===== src/rtl/ex3_pkg.sv =====
// ----------------------------------------------------------------------------
// ex3_pkg
// Shared types and constants for the bit-serial Excess-3 to BCD decoder.
//   state_e      : decoder FSM state (bit position + incoming borrow)
//   EX3_BIAS     : Excess-3 bias; bit i is the subtrahend bit at position i
//   BCD_MAX      : largest legal decoded digit
//   state_pos    : bit position (0..3) represented by a state
//   state_borrow : borrow-in carried by a state
// ----------------------------------------------------------------------------
package ex3_pkg;

    localparam int unsigned DIG_W = 4;
    localparam int unsigned POS_W = 2;

    localparam logic [DIG_W-1:0] EX3_BIAS = 4'b0011;
    localparam logic [DIG_W-1:0] BCD_MAX  = 4'd9;

    // NB = no borrow into this bit, B = borrow into this bit
    typedef enum logic [2:0] {
        B0    = 3'd0,
        B1_NB = 3'd1,
        B1_B  = 3'd2,
        B2_NB = 3'd3,
        B2_B  = 3'd4,
        B3_NB = 3'd5,
        B3_B  = 3'd6
    } state_e;

    // Bit position handled by a state; unused encodings fold onto bit 0
    function automatic logic [POS_W-1:0] state_pos(input state_e s);
        logic [POS_W-1:0] pos;
        pos = POS_W'(0);
        case (s)
            B1_NB, B1_B: pos = POS_W'(1);
            B2_NB, B2_B: pos = POS_W'(2);
            B3_NB, B3_B: pos = POS_W'(3);
            default:     pos = POS_W'(0);
        endcase
        return pos;
    endfunction

    // Borrow into the bit handled by a state
    function automatic logic state_borrow(input state_e s);
        logic b;
        b = 1'b0;
        case (s)
            B1_B, B2_B, B3_B: b = 1'b1;
            default:          b = 1'b0;
        endcase
        return b;
    endfunction

endpackage


===== src/rtl/ser_fsub_cell.sv =====
// ----------------------------------------------------------------------------
// ser_fsub_cell
// Combinational 1-bit full subtractor: d = x - k - b_in.
//   x     : minuend bit
//   k     : subtrahend bit
//   b_in  : borrow in
//   d     : difference bit
//   b_out : borrow out
// ----------------------------------------------------------------------------
module ser_fsub_cell (
    input  logic x,
    input  logic k,
    input  logic b_in,
    output logic d,
    output logic b_out
);

    assign d     = x ^ k ^ b_in;
    assign b_out = (~x & k) | (~x & b_in) | (k & b_in);

endmodule


===== src/rtl/ex3_to_bcd_ser.sv =====
// ----------------------------------------------------------------------------
// ex3_to_bcd_ser
// Bit-serial Excess-3 to BCD decoder. Accepts one Excess-3 bit per qualified
// cycle, LSB first, and subtracts 3 serially. The BCD bit stream is produced
// combinationally; each completed digit is also presented as a registered
// 4-bit value with a one-cycle strobe and an invalid-code flag.
//   clk_i     : clock, rising edge
//   rst_i     : synchronous active-high reset
//   ser_i     : Excess-3 data bit, LSB first
//   vld_i     : qualifies ser_i
//   sof_i     : with vld_i, forces the current bit to be bit 0 of a digit
//   ser_o     : BCD bit for the accepted ser_i (0 when vld_i is low)
//   ser_vld_o : qualifies ser_o (mirrors vld_i)
//   bcd_o4    : last decoded digit (Excess-3 minus 3, mod 16)
//   dig_vld_o : one-cycle strobe, bcd_o4/err_o valid
//   err_o     : digit was not a legal Excess-3 code
// ----------------------------------------------------------------------------
module ex3_to_bcd_ser
    import ex3_pkg::*;
(
    input  logic             clk_i,
    input  logic             rst_i,
    input  logic             ser_i,
    input  logic             vld_i,
    input  logic             sof_i,
    output logic             ser_o,
    output logic             ser_vld_o,
    output logic [DIG_W-1:0] bcd_o4,
    output logic             dig_vld_o,
    output logic             err_o
);

    state_e             r_state;
    state_e             w_state_eff;
    state_e             w_state_nxt;
    logic [POS_W-1:0]   w_pos;
    logic               w_k;
    logic               w_b_in;
    logic               w_d;
    logic               w_b_out;
    logic [DIG_W-1:0]   r_asm;
    logic [DIG_W-1:0]   w_asm_nxt;
    logic               w_dig_done;
    logic               w_dig_err;
    logic [DIG_W-1:0]   r_bcd;
    logic               r_dig_vld;
    logic               r_err;

    // Effective state: a start-of-digit bit restarts framing at bit 0
    always_comb begin
        w_state_eff = r_state;
        if (vld_i && sof_i) begin
            w_state_eff = B0;
        end
        w_pos  = state_pos(w_state_eff);
        w_k    = EX3_BIAS[w_pos];
        w_b_in = state_borrow(w_state_eff);
    end

    ser_fsub_cell u_fsub (
        .x     (ser_i),
        .k     (w_k),
        .b_in  (w_b_in),
        .d     (w_d),
        .b_out (w_b_out)
    );

    // FSM state register
    always_ff @(posedge clk_i) begin
        if (rst_i) begin
            r_state <= B0;
        end else begin
            r_state <= w_state_nxt;
        end
    end

    // Next state, assembly update and serial outputs
    always_comb begin
        w_state_nxt = r_state;
        w_asm_nxt   = r_asm;
        w_dig_done  = 1'b0;
        w_dig_err   = 1'b0;
        ser_o       = 1'b0;
        ser_vld_o   = vld_i;

        if (vld_i) begin
            ser_o            = w_d;
            // Each position is rewritten before bit 3, so stale bits from an
            // abandoned digit never reach the output.
            w_asm_nxt[w_pos] = w_d;
            case (w_pos)
                POS_W'(0): w_state_nxt = w_b_out ? B1_B : B1_NB;
                POS_W'(1): w_state_nxt = w_b_out ? B2_B : B2_NB;
                POS_W'(2): w_state_nxt = w_b_out ? B3_B : B3_NB;
                default: begin
                    w_state_nxt = B0;
                    w_dig_done  = 1'b1;
                    // Final borrow means input < 3; otherwise check the BCD range
                    w_dig_err   = w_b_out | (w_asm_nxt > BCD_MAX);
                end
            endcase
        end
    end

    // Assembly and digit output registers
    always_ff @(posedge clk_i) begin
        if (rst_i) begin
            r_asm     <= '0;
            r_bcd     <= '0;
            r_dig_vld <= 1'b0;
            r_err     <= 1'b0;
        end else begin
            r_asm     <= w_asm_nxt;
            r_dig_vld <= w_dig_done;
            r_err     <= w_dig_done & w_dig_err;
            if (w_dig_done) begin
                r_bcd <= w_asm_nxt;
            end
        end
    end

    assign bcd_o4    = r_bcd;
    assign dig_vld_o = r_dig_vld;
    assign err_o     = r_err;

endmodule


===== config.mk =====
export PLATFORM = sky130hd
export DESIGN_NAME = ex3_to_bcd_ser
export DESIGN_NICKNAME = d
export VERILOG_FILES = /design/src/rtl/ex3_pkg.sv /design/src/rtl/ser_fsub_cell.sv /design/src/rtl/ex3_to_bcd_ser.sv
export SDC_FILE = /design/constraint.sdc
export NUM_CORES = 1
export LEC_CHECK = 0
export BUFFER_PORTS_ARGS = -buffer_cell sky130_fd_sc_hd__buf_4
export CORE_MARGIN = 2
export CORE_UTILIZATION = 50
export CTS_BUF_LIST = sky130_fd_sc_hd__clkbuf_8
export CTS_CLUSTER_SIZE = 8
export DETAILED_ROUTE_END_ITERATION = 8
export PLACE_DENSITY = 0.75
export SYNTH_ARGS = -nofsm -noshare
export SYNTH_HDL_FRONTEND = slang
export SYNTH_HIERARCHICAL = 1
export SYNTH_SLANG_ARGS = --single-unit

===== constraint.sdc =====
create_clock -name clk_i -period 5.7 [get_ports clk_i]
set_input_delay 0.855 -clock clk_i [delete_from_list [all_inputs] [get_ports clk_i]]
set_output_delay 0.855 -clock clk_i [all_outputs]
set_load 0.02 [all_outputs]

==> metrics, run 1 <==
reg2reg start r_state[0]; Worst Path Buf+Inv 4; WP data arrival 3.18 ns; Pint 0.000159 W; hold_buf cts 0; async set-reset flop share out of synthesis 0; worst-skew pair later-pin latency 0.24 ns; Syn Area/Cell 9.72 um^2; PostCTS Resize Cnt 0; CP Capture Point ser_o; area leader, netlist dfxtp_1; list of most frequent post-synthesis cells 12 x dfxtp_1, 10 x nor2_1, 6 x inv_1; EDFF count, synth 0; f_max 248 MHz; Cell Area, Synth 661 um^2; final period utilization 0.708; Root Driver clkbuf_8; port bufs 12; drt drc 0; R2R setup slack 3.05 ns; critical path's slowest cell fa_1; pin count of the biggest net entering global routing 18; area growth from synthesis to layout 20.5%; CP endpoint kind output port; Sum Neg Setup Slack 0 ns; vias in the first global route 411; diode count 0; Tot GR Track Use 0.160; Worst Tran Pin Value 0.354 ns; Gate power share 0.247; top cell type's share of synthesized area 0.364; Top delay family on crit path simple AND/OR/NAND/NOR gates; reg-to-reg critical path endpoint bcd_o4[1]; Leak 0.356 nW; Post-Syn Instances 68; Critical Path Stages 11; slowest stage delay, CP 0.47 ns; Slew HR 0.763; sequential power share 0.409; H-tree depth 1; die footprint 1630 um^2; maxcap violations 0; Fin Clk Skew 0.00884 ns; total CTS buffers 3; CP Cell Sequence buf_4 > nand2_1 > and2_1 > inv_1 > ha_1 > or3_1 > mux2i_4 > fa_1 > inv_1 > and2_1 > buf_4; Reg clk slew, reported paths 0.05 ns; ys flop type dfxtp_1; initial antenna violation count 0; Synth Register Bits 12; post-DP HPWL 812 um; clk buf depth 2; RSZ-0062 raised after global routing false; WL/cell 11.9 um; cell with the most instances after synthesis dfxtp_1; Rows 13; Syn Nets 78; Area contributors post-synth dfxtp_1 36%, ha_1 7.6%, mux2i_1 6.1%; minimum clock period 4.04 ns; first-pass GRT wire length 1640 um; Max IR drop VDD 0.202 mV; DR vias/cell 5.09; share of layout cells above drive strength 1 0.250; Synth warnings 6; critical path startpoint category primary input; CTS Sinks 12; switching power 0.0000640 W; Initial DRT Pass Iterations 4; Worst Setup Path Type primary input to output port; post-synthesis sequential area ratio 0.364; Final setup violation count 0; power per cell area 280 nW/um^2; DR vias 484; Total Wirelength 1130 um; switching part of the total 0.287; total core area 1270 um^2; DRT antenna net count 0; overall die width 40.4 um; Cell variety after synth 26; Die Y 40.4 um; CTS tree done; CP max FO 17; NumNets Final 92; status finished, final reports clean; CP required 4.85 ns; Power Total 0.000223 W; crit path from vld_i; Post-CTS Setup Inserts 0; Slew Viols, Final 0; starting density of the core 0.521; GR Overflow Total 0; Fin. Hold Viols 0; 1st-iter DRT viols 1; Min-Delay Path Class register to register; num ports 13; Clock Power Share 0.344; FF-to-FF path depth 9; placer congestion estimate 0.784
-- state kept, by name, indices dropped and copies added, names as in the netlist --
signal / flops
err_o: 1
r_asm: 3
r_state: 3
dig_vld_o: 1
bcd_o4: 4
-- final cells by class --
class                   count  area, um^2
clock buffers               3        41.3
flip-flops and latches     12         240
well taps                  15        18.8
repair buffers             12        90.1
fillers                   108         473
inverters                   6        22.5
multi-input cells          47         383
-- metrics by stage --
stage / std cells / area, um^2 / setup WS [ns] / hold WS [ns] / utilization
6_report: 95 / 796 / 1.66 / 0.464 / 0.627
5_1_grt: 95 / 796 / 1.53 / 0.495 / 0.627
4_1_cts: 95 / 796 / 1.67 / 0.469 / 0.627
3_5_place_dp: 92 / 754 / 1.69 / 0.460 / 0.595
3_3_place_gp: 92 / 754 / 1.71 / 0.456 / 0.595
2_1_floorplan: 68 / 661 / 2.05 / 0.441 / -
-- power by group through the flow --
stage / sequential [W] / combinational (W) / clock (W)
floorplan: 0.0000933 / 0.0000412 / 0
global placement: 0.0000927 / 0.0000542 / 0
detailed placement: 0.0000928 / 0.0000545 / 0
CTS: 0.0000911 / 0.0000552 / 0.0000778
global route: 0.0000915 / 0.0000607 / 0.0000793
finish: 0.0000912 / 0.0000550 / 0.0000767
-- per-layer routing --
metal	share of wire	global-route usage	wire, um
met5	0	0	0
met4	0.017	0.100	19
met3	0.053	0.0500	60
met2	0.47	0.254	528
met1	0.46	0.185	522
-- worst reg2reg max path, stage by stage (launching register included) --
cell and delay (ns):
dfxtp_1 0.32, and2_1 0.17, inv_1 0.08, ha_1 0.21, or3_1 0.38, mux2i_4 0.29
fa_1 0.48, inv_1 0.17, mux2i_1 0.14, a211oi_1 0.32
-- logic make-up (layout without fill, tap and decap cells) --
group | count (synthesis) | in the layout | synth area share
mux | 5 | 5 | 0.0947
compound gates | 15 | 15 | 0.203
flops | 12 | 12 | 0.364
simple gates | 22 | 22 | 0.176
fa+ha+maj | 5 | 5 | 0.106
buf+inv | 9 | 21 | 0.0568
-- layout by cell type (no fill, tap or decap) --
master,instances
nand2b_1,2
o211ai_1,1
a31oi_1,1
mux2i_4,1
nor3b_4,1
nor2b_1,1
buf_4,12
a211oi_2,2
or3_1,1
a21o_1,1
inv_1,6
fa_1,1
dfxtp_1,12
ha_1,4
o21ba_1,1
nand3_1,1
a21oi_1,1
o21a_1,1
o2111ai_1,1
nor2_1,10
a21boi_4,1
clkbuf_8,3
nand2_1,3
mux2i_1,4
and2_1,3
a211oi_1,5
-- how the worst min path moves through the flow --
stage                           from          to  slack [ns]  cells past startpoint
after floorplan           r_state[0]  r_state[0]        0.44                      2
after global placement    r_state[0]  r_state[0]        0.46                      2
after detailed placement  r_state[0]  r_state[0]        0.46                      2
after CTS                 r_state[0]  r_state[0]        0.47                      2
after global routing        r_asm[1]    r_asm[1]        0.50                      2
final                     r_state[0]  r_state[0]        0.46                      2
Note: power is estimated with default switching activity, not from simulation.
==> run 2: changes to the inputs <==
- ABC_AREA: unset -> 1
- clock period: 5.7 -> 4.1 ns (I/O delays scaled with it)
==> run 2 against run 1 <==
  * Clock power rose by 46%
  * Count of clock-buffer cells in the layout unchanged
  * Sequential cell count up 1
  * Area after synthesis increased by 9.8%
  * Final cell count grew 33%
  * Sequential share of layout area decreased by 0.22 points
  * Routed wire length is 24% higher
  * Via count is 32% higher
  * Global-route usage grew 2.2 points
  * Critical path depth grew 2
  * Critical path type unchanged
==> metrics, run 2 <==
diode count 0 (unchanged); Min-Delay Path Class register to register; WP data arrival 2.55 ns (-0.63 ns); Power Total 0.000322 W (+45%); Cells after DPL 122 (+33%); area growth from synthesis to layout 19.7%; total CTS buffers 3 (unchanged); final period utilization 0.772; overall die width 42.1 um (+4.3%); Max IR drop VDD 0.233 mV (+15%); Cell Area, Placed 823 um^2 (+9.1%); 1st-iter DRT viols 21 (+20); WL/cell 11.2 um (-6.3%); f_max 316 MHz; CP Cell Sequence buf_4 > nand2_2 > nand2_1 > inv_1 > ha_1 > nor2_2 > nand2_1 > o21ai_4 > fa_1 > inv_1 > nand2_1 > inv_1 > buf_4; DR vias/cell 5.08 (-0.30%); cell count of the worst hold path 2 (unchanged); starting density of the core 0.544 (+0.0234); Post-Syn Instances 97 (+43%); share of layout cells above drive strength 1 0.225 (-0.0248); total core area 1330 um^2 (+5.1%); Leak 0.443 nW (+25%); WL met1 646 um (+24%); FILL cells 142 (+31%); DRT antenna net count 0 (unchanged); power per cell area 371 nW/um^2 (+33%); list of most frequent post-synthesis cells 21 x nand2_1, 20 x inv_1, 13 x dfxtp_1; area leader, netlist dfxtp_1; Synth warnings 6 (unchanged); metal2 WL 671 um (+27%); drt drc 0 (unchanged); Final setup violation count 0 (unchanged); Rows 13 (unchanged); ys flop type dfxtp_1; GR Overflow Total 0 (unchanged); EDFF count, synth 0 (unchanged); Area contributors post-synth dfxtp_1 36%, nand2_1 11%, inv_1 10%; placer congestion estimate 0.738 (-5.8%); Cell Area, Synth 726 um^2 (+9.8%); Syn Nets 107 (+37%); Slew Viols, Final 0 (unchanged); status finished, final reports clean; H-tree depth 1 (unchanged); Root Driver clkbuf_8; final core occ 0.651 (+0.0238); CTS Sinks 13 (+1); Cell variety after synth 21 (-19%); CP endpoint kind output port; Sum Neg Setup Slack 0 ns (unchanged); Slew HR 0.858 (+0.0947); Total Wirelength 1410 um (+24%); length of routed met3 wiring 56 um (-6.7%); post-route cell area 868 um^2 (+9.1%); post-synthesis sequential area ratio 0.359 (-0.00502); clk buf depth 2 (unchanged); Syn Area/Cell 7.48 um^2 (-23%); port bufs 12 (unchanged); Fin Clk Skew 0.000678 ns (-0.00817 ns); post-DP HPWL 1100 um (+36%); Fin. Hold Viols 0 (unchanged); first-pass GRT wire length 2480 um (+52%); Tot GR Track Use 0.182 (+0.0216); Synth Register Bits 13 (+1); DR vias 640 (+32%); RSZ-0062 raised after global routing false; Reg clk slew, reported paths 0.05 ns (about the same); maxcap violations 0 (unchanged); Post-Layout Cell Count 126 (+33%); initial antenna violation count 0 (unchanged); worst-skew pair later-pin latency 0.24 ns (about the same); CP required 3.48 ns (-1.37 ns); Worst Setup Path Type primary input to output port; CP max FO 13 (-4); critical path startpoint category primary input; FF-to-FF path depth 14 (+5); num ports 13 (unchanged); minimum clock period 3.17 ns; die footprint 1770 um^2 (+8.8%); hold_buf cts 0 (unchanged); top cell type's share of synthesized area 0.359 (-0.00502); Post-CTS Setup Inserts 0 (unchanged); async set-reset flop share out of synthesis 0 (unchanged); pin count of the biggest net entering global routing 14 (-4); most frequent cells in the layout 21 x nand2_1, 21 x inv_1, 13 x dfxtp_1; cell with the most instances after synthesis nand2_1; PostCTS Resize Cnt 0 (unchanged); slowest stage delay, CP 0.45 ns (-0.02 ns); CTS tree done; Die Y 42.1 um (+4.3%); DR top layer met4; critical path's slowest cell fa_1; Worst Tran Pin Value 0.212 ns (-0.142 ns); Initial DRT Pass Iterations 4 (unchanged); NumNets Final 122 (+33%); vias in the first global route 644 (+57%)
==> run 2: final timing paths <==
kind | startpoint | to | slack (ns)
setup / recovery | vld_i | ser_o | 0.93
hold / removal | r_asm[3] | r_asm[3] | 0.47
setup reg to reg | r_state[1] | err_o | 1.79
hold reg to reg | r_asm[3] | r_asm[3] | 0.47
==> run 2: routing by layer <==
layer / vias to the layer above / global-route usage
met5: - / 0
met4: 0 / 0.0750
met3: 4 / 0.0388
met2: 12 / 0.341
met1: 289 / 0.195
li1: 335 / -
==> run 2: worst max-delay path: cells and delay by family <==
kind | cells | cell delay (ns)
buffers and inverters | 5 | 0.56
AND/OR/NAND/NOR | 5 | 0.52
adder cells (fa/ha/maj) | 2 | 0.65
AO/OA/AOI/OAI | 1 | 0.20
==> run 2: layout make-up <==
class                      instances  area [um^2]  share of cell area
multi-input combinational         62          379               0.437
clock inverter                     1         3.75             0.00432
timing repair buffer              12         90.1               0.104
tap                               15         18.8              0.0216
sequential                        13          260               0.300
inverter                          20         75.1              0.0865
clock buffer                       3         41.3              0.0476
==> run 2: cell families after synthesis <==
kind of cell               Yosys count  share of synthesized area
buffers and inverters               22                      0.119
adders and majority gates            5                     0.0966
and+or+nand+nor                     36                      0.253
DFF                                 13                      0.359
AOI/OAI and AO/OA                   21                      0.172
==> run 2: per-stage QoR <==
step,hold slack (ns),worst slack [ns]
global placement,0.450,1.01
finish,0.465,0.933
floorplan,0.433,1.33
global route,0.503,0.728
detailed placement,0.457,0.928
CTS,0.465,0.912
==> run 2: where the power goes <==
group / switching, W / total [W] / internal (W) / leakage (nW)
clock network: 0.0000461 / 0.000112 / 0.0000662 / 0.0269
logic: 0.0000481 / 0.0000737 / 0.0000257 / 0.311
registers: 0.00000345 / 0.000136 / 0.000133 / 0.106
total: 0.0000976 / 0.000322 / 0.000225 / 0.443
